--- config.mk ---
export PLATFORM = sky130hd
export DESIGN_NAME = mode_mux
export DESIGN_NICKNAME = d
export VERILOG_FILES = /design/src/rtl/mode_mux_pkg.sv /design/src/rtl/mode_mux_btn_pulse.sv /design/src/rtl/mode_mux.sv
export SDC_FILE = /design/constraint.sdc
export NUM_CORES = 1
export LEC_CHECK = 0
export ABC_AREA = 1
export BUFFER_PORTS_ARGS = -buffer_cell sky130_fd_sc_hd__buf_4
export CAP_MARGIN = 25
export CORE_AREA = 10 10 112 114
export DETAILED_ROUTE_END_ITERATION = 7
export DIE_AREA = 0 0 122 124
export GPL_TIMING_DRIVEN = 0
export PLACE_DENSITY = 0.84
export SLEW_MARGIN = 10
export SYNTH_ARGS = -nofsm -noshare
export SYNTH_HDL_FRONTEND = slang
export SYNTH_HIERARCHICAL = 1
export SYNTH_SLANG_ARGS = --single-unit
--- constraint.sdc ---
create_clock -name clk -period 2.99 [get_ports clk]
set_input_delay 0.4485 -clock clk [delete_from_list [all_inputs] [get_ports clk]]
set_output_delay 0.4485 -clock clk [all_outputs]
set_load 0.05 [all_outputs]
--- src/rtl/mode_mux_pkg.sv ---
// Shared definitions for the mode selector: index width helper, state codes,
// and default timing for a 12 MHz board clock.
// Ports: none (package).
package mode_mux_pkg;

  // Width of a mode index; a single mode still needs one bit on the port.
  function automatic int mw(input int n);
    return (n < 2) ? 1 : $clog2(n);
  endfunction

  localparam logic [0:0] SHOW = 1'b0;  // mode number on LEDs, TX idle
  localparam logic [0:0] RUN  = 1'b1;  // selected circuit passed through

  localparam int DEF_DEB_CYCLES  = 120000;    // 10 ms at 12 MHz
  localparam int DEF_SHOW_CYCLES = 12000000;  // 1 s at 12 MHz

endpackage

--- src/rtl/mode_mux_btn_pulse.sv ---
// Button conditioner: 2-FF synchroniser, stability debounce, rising-edge pulse.
// Latency: pulse 2 sync stages + DEB_CYCLES stable samples after the press; no backpressure.
// Ports: clk, rst (sync, active-high), sw_in (raw button), pulse (1-cycle press).
module btn_pulse #(
  parameter int DEB_CYCLES = mode_mux_pkg::DEF_DEB_CYCLES
) (
  input  logic clk,
  input  logic rst,
  input  logic sw_in,
  output logic pulse
);

  localparam int CW = (DEB_CYCLES > 1) ? $clog2(DEB_CYCLES) : 1;

  logic          s1;
  logic          s2;
  logic          deb;
  logic [CW-1:0] cnt;

  always_ff @(posedge clk) begin
    if (rst) begin
      s1    <= 1'b0;
      s2    <= 1'b0;
      deb   <= 1'b0;
      cnt   <= '0;
      pulse <= 1'b0;
    end else begin
      s1    <= sw_in;
      s2    <= s1;
      pulse <= 1'b0;
      // Count consecutive samples that disagree with the debounced level;
      // any agreeing sample restarts the count, so bounces never get through.
      if (s2 == deb) begin
        cnt <= '0;
      end else if (cnt == CW'(DEB_CYCLES - 1)) begin
        deb   <= s2;
        cnt   <= '0;
        pulse <= s2;  // only the rising transition is a press
      end else begin
        cnt <= cnt + 1'b1;
      end
    end
  end

endmodule

--- src/rtl/mode_mux.sv ---
// Test-program selector: NEXT/PREV step the mode, ACT pulses the selected mode,
// mode number is shown on the LEDs for SHOW_CYCLES after each change.
// Latency: all outputs registered, 1 cycle from led_in/tx_in; no backpressure.
// Ports: clk, rst, btn_next/btn_prev/btn_act (raw), led_in/tx_in (per-mode buses),
//        ledb, tx, mode, act (one-hot pulse), changed (pulse).
module mode_mux
  import mode_mux_pkg::*;
#(
  parameter int               NMODES      = 4,
  parameter int               LEDW        = 8,
  parameter int               DEB_CYCLES  = DEF_DEB_CYCLES,
  parameter int               SHOW_CYCLES = DEF_SHOW_CYCLES,
  parameter logic [NMODES-1:0] TX_MASK    = 4'b1100
) (
  input  logic                   clk,
  input  logic                   rst,
  input  logic                   btn_next,
  input  logic                   btn_prev,
  input  logic                   btn_act,
  input  logic [NMODES*LEDW-1:0] led_in,
  input  logic [NMODES-1:0]      tx_in,
  output logic [LEDW-1:0]        ledb,
  output logic                   tx,
  output logic [mw(NMODES)-1:0]  mode,
  output logic [NMODES-1:0]      act,
  output logic                   changed
);

  localparam int MW = mw(NMODES);
  localparam int TW = (SHOW_CYCLES > 1) ? $clog2(SHOW_CYCLES) : 1;
  localparam logic [NMODES-1:0] ACT_ONE = 1;

  logic          p_next;
  logic          p_prev;
  logic          p_act;
  logic [0:0]    state;
  logic [TW-1:0] timer;
  logic [MW-1:0] mode_nxt;
  logic          mode_chg;
  logic [LEDW-1:0] led_arr [NMODES];

  btn_pulse #(.DEB_CYCLES(DEB_CYCLES)) u_next (.clk(clk), .rst(rst), .sw_in(btn_next), .pulse(p_next));
  btn_pulse #(.DEB_CYCLES(DEB_CYCLES)) u_prev (.clk(clk), .rst(rst), .sw_in(btn_prev), .pulse(p_prev));
  btn_pulse #(.DEB_CYCLES(DEB_CYCLES)) u_act  (.clk(clk), .rst(rst), .sw_in(btn_act),  .pulse(p_act));

  for (genvar i = 0; i < NMODES; i++) begin : g_led
    assign led_arr[i] = led_in[i*LEDW +: LEDW];
  end

  // Explicit wrap at NMODES-1 keeps the index legal for non-power-of-two
  // mode counts; simultaneous NEXT and PREV cancel.
  always_comb begin
    mode_nxt = mode;
    if (p_next && !p_prev) begin
      mode_nxt = (mode >= MW'(NMODES - 1)) ? '0 : mode + 1'b1;
    end else if (p_prev && !p_next) begin
      mode_nxt = (mode == '0) ? MW'(NMODES - 1) : mode - 1'b1;
    end
  end

  assign mode_chg = (mode_nxt != mode);

  always_ff @(posedge clk) begin
    if (rst) begin
      mode    <= '0;
      state   <= SHOW;
      timer   <= '0;
      ledb    <= '0;
      tx      <= 1'b1;
      act     <= '0;
      changed <= 1'b0;
    end else begin
      mode    <= mode_nxt;
      changed <= mode_chg;
      // ACT uses the pre-update mode, so a press landing with a mode change
      // still reaches the circuit the user was looking at.
      act <= (p_act && state == RUN) ? (ACT_ONE << mode) : '0;

      if (state == SHOW) begin
        ledb <= LEDW'(mode);
        tx   <= 1'b1;
      end else begin
        ledb <= led_arr[mode];
        tx   <= TX_MASK[mode] ? tx_in[mode] : 1'b1;
      end

      if (mode_chg) begin
        state <= SHOW;
        timer <= '0;
      end else if (state == SHOW) begin
        if (timer == TW'(SHOW_CYCLES - 1)) begin
          state <= RUN;
        end else begin
          timer <= timer + 1'b1;
        end
      end
    end
  end

endmodule
==> flow_summary.yaml, run 1 <==
clocking:
  cts_buffers: 9
  cts_hold_buf: 0
  insertion_delay_ns: 0.38
  numClockSinks: 104
  clk_pin_slew_ns: 0.11
  post_cts_resized: 0
  clock_path_buffers: 2
  post_cts_buffers: 0
  htreeDepth: 3
  root_buffer: "clkbuf_8"
  cts_tree: "done"
logic_synthesis:
  synth-seq-cells: 104
  synth-seq-area-share_pct: 37.8
  postSynthCellCount: 828
  synth_area_per_cell_um2: 6.65
  yosysUniqueCellTypes: 35
  synth_top_area_share_pct: 37.8
  syn-num-nets: 875
  synthTopCellsByArea: "dfxtp_1 (38%), nand2_1 (17%), nor2_1 (11%), inv_1 (6.9%), xnor2_1 (3.7%)"
  synthesis.area_um2: 5500
  yosys_warnings: 6
  synth_top_area_cell: "dfxtp_1"
grt:
  grt_start_max_net_pins: 20
  antenna_found_initial: 0
  grt_pass1_vias: 4588
  grt_pass1_wl_mm: 20.3
  overflow: 0
  grtUsageTotal_pct: 16.1
die:
  core_area_um2: 10200
  die_area_um2: 15100
  die_w_um: 122
  start_util_pct: 53.8
  io_pins: 57
  die_y_um: 124
  rows: 37
flow_run:
  cap_violations: 0
power_and_ir_drop:
  vdd_drop_max_v: 0.000377
  finalPower_uw: 2440
  powerDensity_nw_per_um2: 388
  leakage_uw: 0.00247
setup_path:
  critPathLaunchType: "flop"
  cp_top_family: "buffers and inverters"
  cp_common_cell: "nand2_1"
  crit_buf_inv: 5
  critPathKind: "flop to flop"
  arrival_ns: 2.59
  required_ns: 3.32
  end_kind: "flop"
  path_cells: "inv_2 > clkbuf_1 > ha_1 > o21ai_2 > inv_1 > nand2_1 > nand2_1 > nor3_2 > buf_2 > nand2_1 > inv_1"
  path_max_fanout: 10
  ff2ff_setup_slack_ns: 0.73
  cp_slowest_stage_delay_ns: 0.38
  slowest_stage: "dfxtp_1"
timing:
  rsz0062_at_grt: "no"
  finClkSkew_ns: 0.00974
  finalHoldViolations: 0
  report.final.slew_viol_count: 0
  fmax_mhz: 443
  max_slew_margin_pct: 70.3
  setup_ws_ns: 0.731
  finalCriticalPeriod_ns: 2.26
  tns_ns: 0
  setup_violations: 0
  worst_pin_slew_ns: 0.445
  fin_crit_sh_pct: 75.6
final_layout:
  area.growth.synth_to_final_pct: 14.1
  final-seq-area_um2: 2080
  antenna_cells: 0
  drive_gt1_share_pct: 13.4
  layout.cells.non_filler: 1034
  fillerInstances: 940
  multi_input_area_um2: 2900
  stdcell_area_um2: 6280
  final_nets: 940
placed_design:
  numPlacedInstances: 1018
  port_buffers: 54
  dpl.hpwl_mm: 8.90
  place_area_um2: 6080
  gp_congestion: 0.895
  place_ws_ns: 0.752
outcome:
  status: "complete, no violations"
drt:
  vias_per_cell: 4.86
  via_count: 5022
  first_pass_iters: 5
  drc_errors: 0
  ant_nets: 0
  wire_per_inst_um: 11.3
  first_iter_violations: 285
  wl_mm: 11.7
worst_hold_path:
  min_path_type: "input pin to flop"
-- synthesized netlist by cell type --
library cell,n
a211oi_1,1
a21oi_1,34
a21oi_2,3
a221oi_1,1
buf_2,6
buf_4,1
buf_6,3
buf_8,3
clkbuf_1,3
dfxtp_1,104
ha_1,6
inv_1,101
inv_2,3
inv_4,1
mux2i_1,3
nand2_1,245
nand2_2,1
nand2_4,4
nand3_1,34
nand3_2,11
nand3b_1,7
nand4_1,17
nor2_1,159
nor2_2,2
nor2_4,4
nor3_1,6
nor3_2,4
o21ai_0,19
o21ai_1,1
o21ai_2,1
o32ai_1,3
or2_0,3
or2_2,3
xnor2_1,23
xor2_1,8
-- kinds of logic (layout without fill, tap and decap cells) --
group | count (synthesis) | after routing | share of synthesized area, %
xor gates and xnor gates | 31 | 31 | 4.93
AOI/OAI and AO/OA | 63 | 63 | 6.32
and+or+nand+nor | 500 | 500 | 39.5
adders and majority gates | 6 | 6 | 1.36
muxes | 3 | 3 | 0.546
DFF | 104 | 104 | 37.8
buffers and inverters | 121 | 191 | 9.53
-- worst min-delay path, stage by stage --
cell,delay [ns]
buf_4,0.07
inv_1,0.03
nor2_1,0.06
-- layout by cell type (no fill, tap or decap), types with 4 or more instances in the layout --
cell and instances:
buf_4 55, nor2_4 4, ha_1 6, nor2_1 159, o21ai_0 19, nand2_1 245, xor2_1 8, nand3b_1 7
nand2_4 4, clkbuf_8 10, nor3_1 6, nand3_2 11, nor3_2 4, nand4_1 17, dfxtp_1 104, xnor2_1 23
nand3_1 34, buf_2 6, a21oi_1 34, inv_1 101
-- state kept, by name, summed over array words and instances, names as in the netlist, 2 cells and up --
signal	cells
act	4
ledb	8
mode	2
timer	24
u_act/cnt	17
u_next/cnt	17
u_prev/cnt	17
-- layout make-up --
type | instances | share of cell area (%)
multi-input combinational | 603 | 46.1
sequential | 104 | 33.2
timing repair buffer | 54 | 6.46
inverter | 105 | 6.32
tap | 136 | 2.71
clock buffer | 10 | 2.19
buffer | 16 | 2.03
clock inverter | 6 | 0.977
-- where the power goes --
part,internal [µW],total (µW),leakage (µW),switching (µW)
Sequential,1400,1410,0.000840,12.1
Clock,346,873,0.0000982,527
Combinational,70.8,154,0.00154,83.0
Total,1820,2440,0.00247,622
-- final timing paths --
kind                  from        end  depth (start not counted)
setup / recovery   mode[0]  timer[11]                         11
hold / removal    btn_prev  u_prev/s1                          3
setup reg to reg   mode[0]  timer[11]                         11
hold reg to reg   u_act/s1   u_act/s2                          2
-- through the flow --
| stage | utilization [%] | hold WS [ns] |
|---|---|---|
| final | 61.4 | 0.259 |
| after global routing | 61.4 | 0.258 |
| after CTS | 61.4 | 0.244 |
| after detailed placement | 59.4 | 0.395 |
| after global placement | 59.4 | 0.392 |
| after floorplan | - | 0.388 |
-- routing by layer --
| layer | global-route usage [%] | up-vias | wire length [µm] |
|---|---|---|---|
| met4 | 4.47 | 0 | 143 |
| met5 | 0 | - | 0 |
| met2 | 28.6 | 65 | 6040 |
| met1 | 19.0 | 2244 | 5180 |
| li1 | - | 2698 | - |
| met3 | 3.62 | 15 | 342 |
Power figures use the tool's default switching activity.
==> run 2: changes to the inputs <==
--- a/config.mk
+++ b/config.mk
@@ -5,14 +5,14 @@
 export SDC_FILE = /design/constraint.sdc
 export NUM_CORES = 1
 export LEC_CHECK = 0
-export ABC_AREA = 1
+export ABC_AREA = 0
 export BUFFER_PORTS_ARGS = -buffer_cell sky130_fd_sc_hd__buf_4
 export CAP_MARGIN = 25
-export CORE_AREA = 10 10 112 114
+export CORE_AREA = 10 10 105 107
 export DETAILED_ROUTE_END_ITERATION = 7
-export DIE_AREA = 0 0 122 124
+export DIE_AREA = 0 0 115 117
 export GPL_TIMING_DRIVEN = 0
-export PLACE_DENSITY = 0.84
+export PLACE_DENSITY = 0.86
 export SLEW_MARGIN = 10
 export SYNTH_ARGS = -nofsm -noshare
 export SYNTH_HDL_FRONTEND = slang
==> constraint.sdc (replaced) <==
create_clock -name clk -period 2.1 [get_ports clk]
set_input_delay 0.315 -clock clk [delete_from_list [all_inputs] [get_ports clk]]
set_output_delay 0.315 -clock clk [all_outputs]
set_load 0.05 [all_outputs]
==> run 2 against run 1 <==
Cell count decreased by 33%. Flip-flop and latch count stayed put. Final area decreased by 8.8%. Die area decreased by 11%. Wire length shrank 9.1%. Core utilization rose by 2.1 points. Area after synthesis decreased by 12%. Register-to-register slack worse by 0.60 ns. Critical endpoint is now timer[5]. Largest cell class unchanged. Largest power group unchanged.
==> flow_summary.yaml, run 2 <==
drt:
  wl_mm: 10.6
  first_iter_violations: 215
  drc_errors: 0
  first_pass_iters: 4
  ant_nets: 0
  via_count: 3925
  wire_per_inst_um: 15.3
  vias_per_cell: 5.65
die:
  core_area_um2: 9020
  die_y_um: 117
  die_w_um: 115
  die_area_um2: 13500
  io_pins: 57
  start_util_pct: 53.7
  rows: 35
logic_synthesis:
  yosys_most_used_dff: "dfxtp_1"
  synthTopCellsByArea: "dfxtp_1 (43%), xnor2_1 (8.5%), nor2_1 (6.4%), mux4_2 (2.8%), xor2_1 (2.7%)"
  synth-seq-area-share_pct: 42.9
  synthesis.area_um2: 4850
  yosysUniqueCellTypes: 55
  yosysMostFrequentCell: "dfxtp_1"
  yosys_warnings: 6
  synth_common_cells: "dfxtp_1 (104), nor2_1 (83), xnor2_1 (47), nand3_1 (26)"
  synth-seq-cells: 104
  synth_area_per_cell_um2: 9.53
  synth-async-reset-ratio_pct: 0
  synth_top_area_cell: "dfxtp_1"
  synth_edf_count: 0
  syn-num-nets: 556
  synth_top_area_share_pct: 42.9
  postSynthCellCount: 509
power_and_ir_drop:
  vdd_drop_max_v: 0.000494
  switchingPower_uw: 819
  cellInternalPower_uw: 2710
  power_frac_clock_pct: 37.2
  powerDensity_nw_per_um2: 616
  leakage_uw: 0.00198
  pwr-share-comb_pct: 6.2
  swShare_pct: 23.2
  seqPwrFrac_pct: 56.7
timing:
  max_slew_margin_pct: 61.3
  worst_pin_slew_ns: 0.580
  tns_ns: 0
  report.final.slew_viol_count: 0
  holdWs_ns: 0.152
  setup_violations: 0
  setup_ws_ns: 0.135
  finalCriticalPeriod_ns: 1.96
  fmax_mhz: 509
  finalHoldViolations: 0
  finClkSkew_ns: 0.0113
  rsz0062_at_grt: "no"
  fin_crit_sh_pct: 93.6
clocking:
  clock_path_buffers: 2
  numClockSinks: 104
  root_buffer: "clkbuf_8"
  cts_tree: "done"
  cts_buffers: 9
  htreeDepth: 3
  insertion_delay_ns: 0.37
  clk_pin_slew_ns: 0.10
setup_path:
  critPathLaunchType: "flop"
  required_ns: 2.40
  arrival_ns: 2.27
  path_max_fanout: 10
  end_kind: "flop"
  critPathKind: "flop to flop"
final_layout:
  final_util_pct: 63.5
  largest_reg_flops: 24
  area.growth.synth_to_final_pct: 18.1
  final_nets: 626
  stdcell_area_um2: 5730
  antenna_cells: 0
  layout_common_cells: "dfxtp_1 (102), nor2_1 (83), buf_4 (65)"
  final_common_cell: "dfxtp_1"
  drive_gt1_share_pct: 22.9
  largest_register: "timer"
  final-seq-area_um2: 2090
  fillerInstances: 724
  multi_input_area_um2: 2670
outcome:
  status: "complete, no violations"
grt:
  antenna_found_initial: 0
  grt_pass1_vias: 3820
  overflow: 0
  grt_pass1_wl_mm: 17.8
  grt_start_max_net_pins: 23
  grtUsageTotal_pct: 15.9
flow_run:
  cap_violations: 0
worst_hold_path:
  min_path_type: "input pin to flop"
placed_design:
  place_ws_ns: -0.244
  dpl.hpwl_mm: 7.87
  place_area_um2: 5430
  port_buffers: 54
  gp_congestion: 0.943
-- run 2: kinds of logic (layout without fill, tap and decap cells) --
group / count (synthesis) / after routing / synth area share, %
muxes: 15 / 15 / 4.70
buffers and inverters: 23 / 98 / 2.81
and+or+nand+nor: 258 / 258 / 30.8
AOI/OAI and AO/OA: 41 / 41 / 5.96
adders and majority gates: 6 / 6 / 1.55
DFF: 104 / 104 / 42.9
xor gates and xnor gates: 62 / 62 / 11.2
-- run 2: layout make-up --
| type | count | area share, % |
|---|---|---|
| timing repair buffer | 61 | 7.99 |
| clock buffer | 11 | 2.47 |
| buffer | 14 | 2.38 |
| tap | 111 | 2.42 |
| inverter | 7 | 0.524 |
| sequential | 104 | 36.5 |
| clock inverter | 5 | 1.18 |
| multi-input combinational | 382 | 46.5 |
-- run 2: per-layer routing --
| layer | up-vias | part of all wire (%) | GRT usage (%) |
|---|---|---|---|
| met2 | 86 | 51 | 27.5 |
| met5 | - | 0 | 0 |
| met4 | 0 | 1.8 | 4.62 |
| met3 | 14 | 4.2 | 3.98 |
| li1 | 1967 | - | - |
| met1 | 1858 | 43 | 19.1 |
-- run 2: path summary, 6_finish.rpt --
check,cells past startpoint,start,to,slack (ns)
setup / recovery,10,mode[0],timer[5],0.14
hold / removal,2,btn_act,u_act/s1,0.15
setup reg to reg,10,mode[0],timer[5],0.14
hold reg to reg,1,u_next/s1,u_next/s2,0.45
-- run 2: metrics by stage --
| stage | cells | power, µW |
|---|---|---|
| CTS | 690 | 3550 |
| global route | 695 | 3650 |
| global placement | 674 | 2240 |
| finish | 695 | 3530 |
| detailed placement | 674 | 2240 |
| floorplan | 509 | 2150 |
-- run 2: what timing repair did --
item                       CTS  global route
setup buffers                2             5
cloned                       0             0
pin swaps                    0             3
gates resized for setup      8             2
setup endpoints to repair   25            20
hold endpoints to repair     0             0
hold buffers                 0             0
-- run 2: worst max-delay path: stages, from the launching register on --
cell,delay [ns]
dfxtp_4,0.37
buf_12,0.10
clkinvlp_4,0.11
ha_4,0.32
xor2_4,0.16
and3_1,0.17
o22a_1,0.15
nand2b_1,0.11
buf_6,0.16
buf_6,0.14
nor2_1,0.10
-- run 2: power by group through the flow --
stage          logic [µW]  clock network, µW  registers (µW)
2_1_floorplan        98.1                  0            2060
3_3_place_gp          193                  0            2040
3_5_place_dp          199                  0            2050
4_1_cts               195               1350            2010
5_1_grt               238               1410            2000
6_report              217               1310            2000
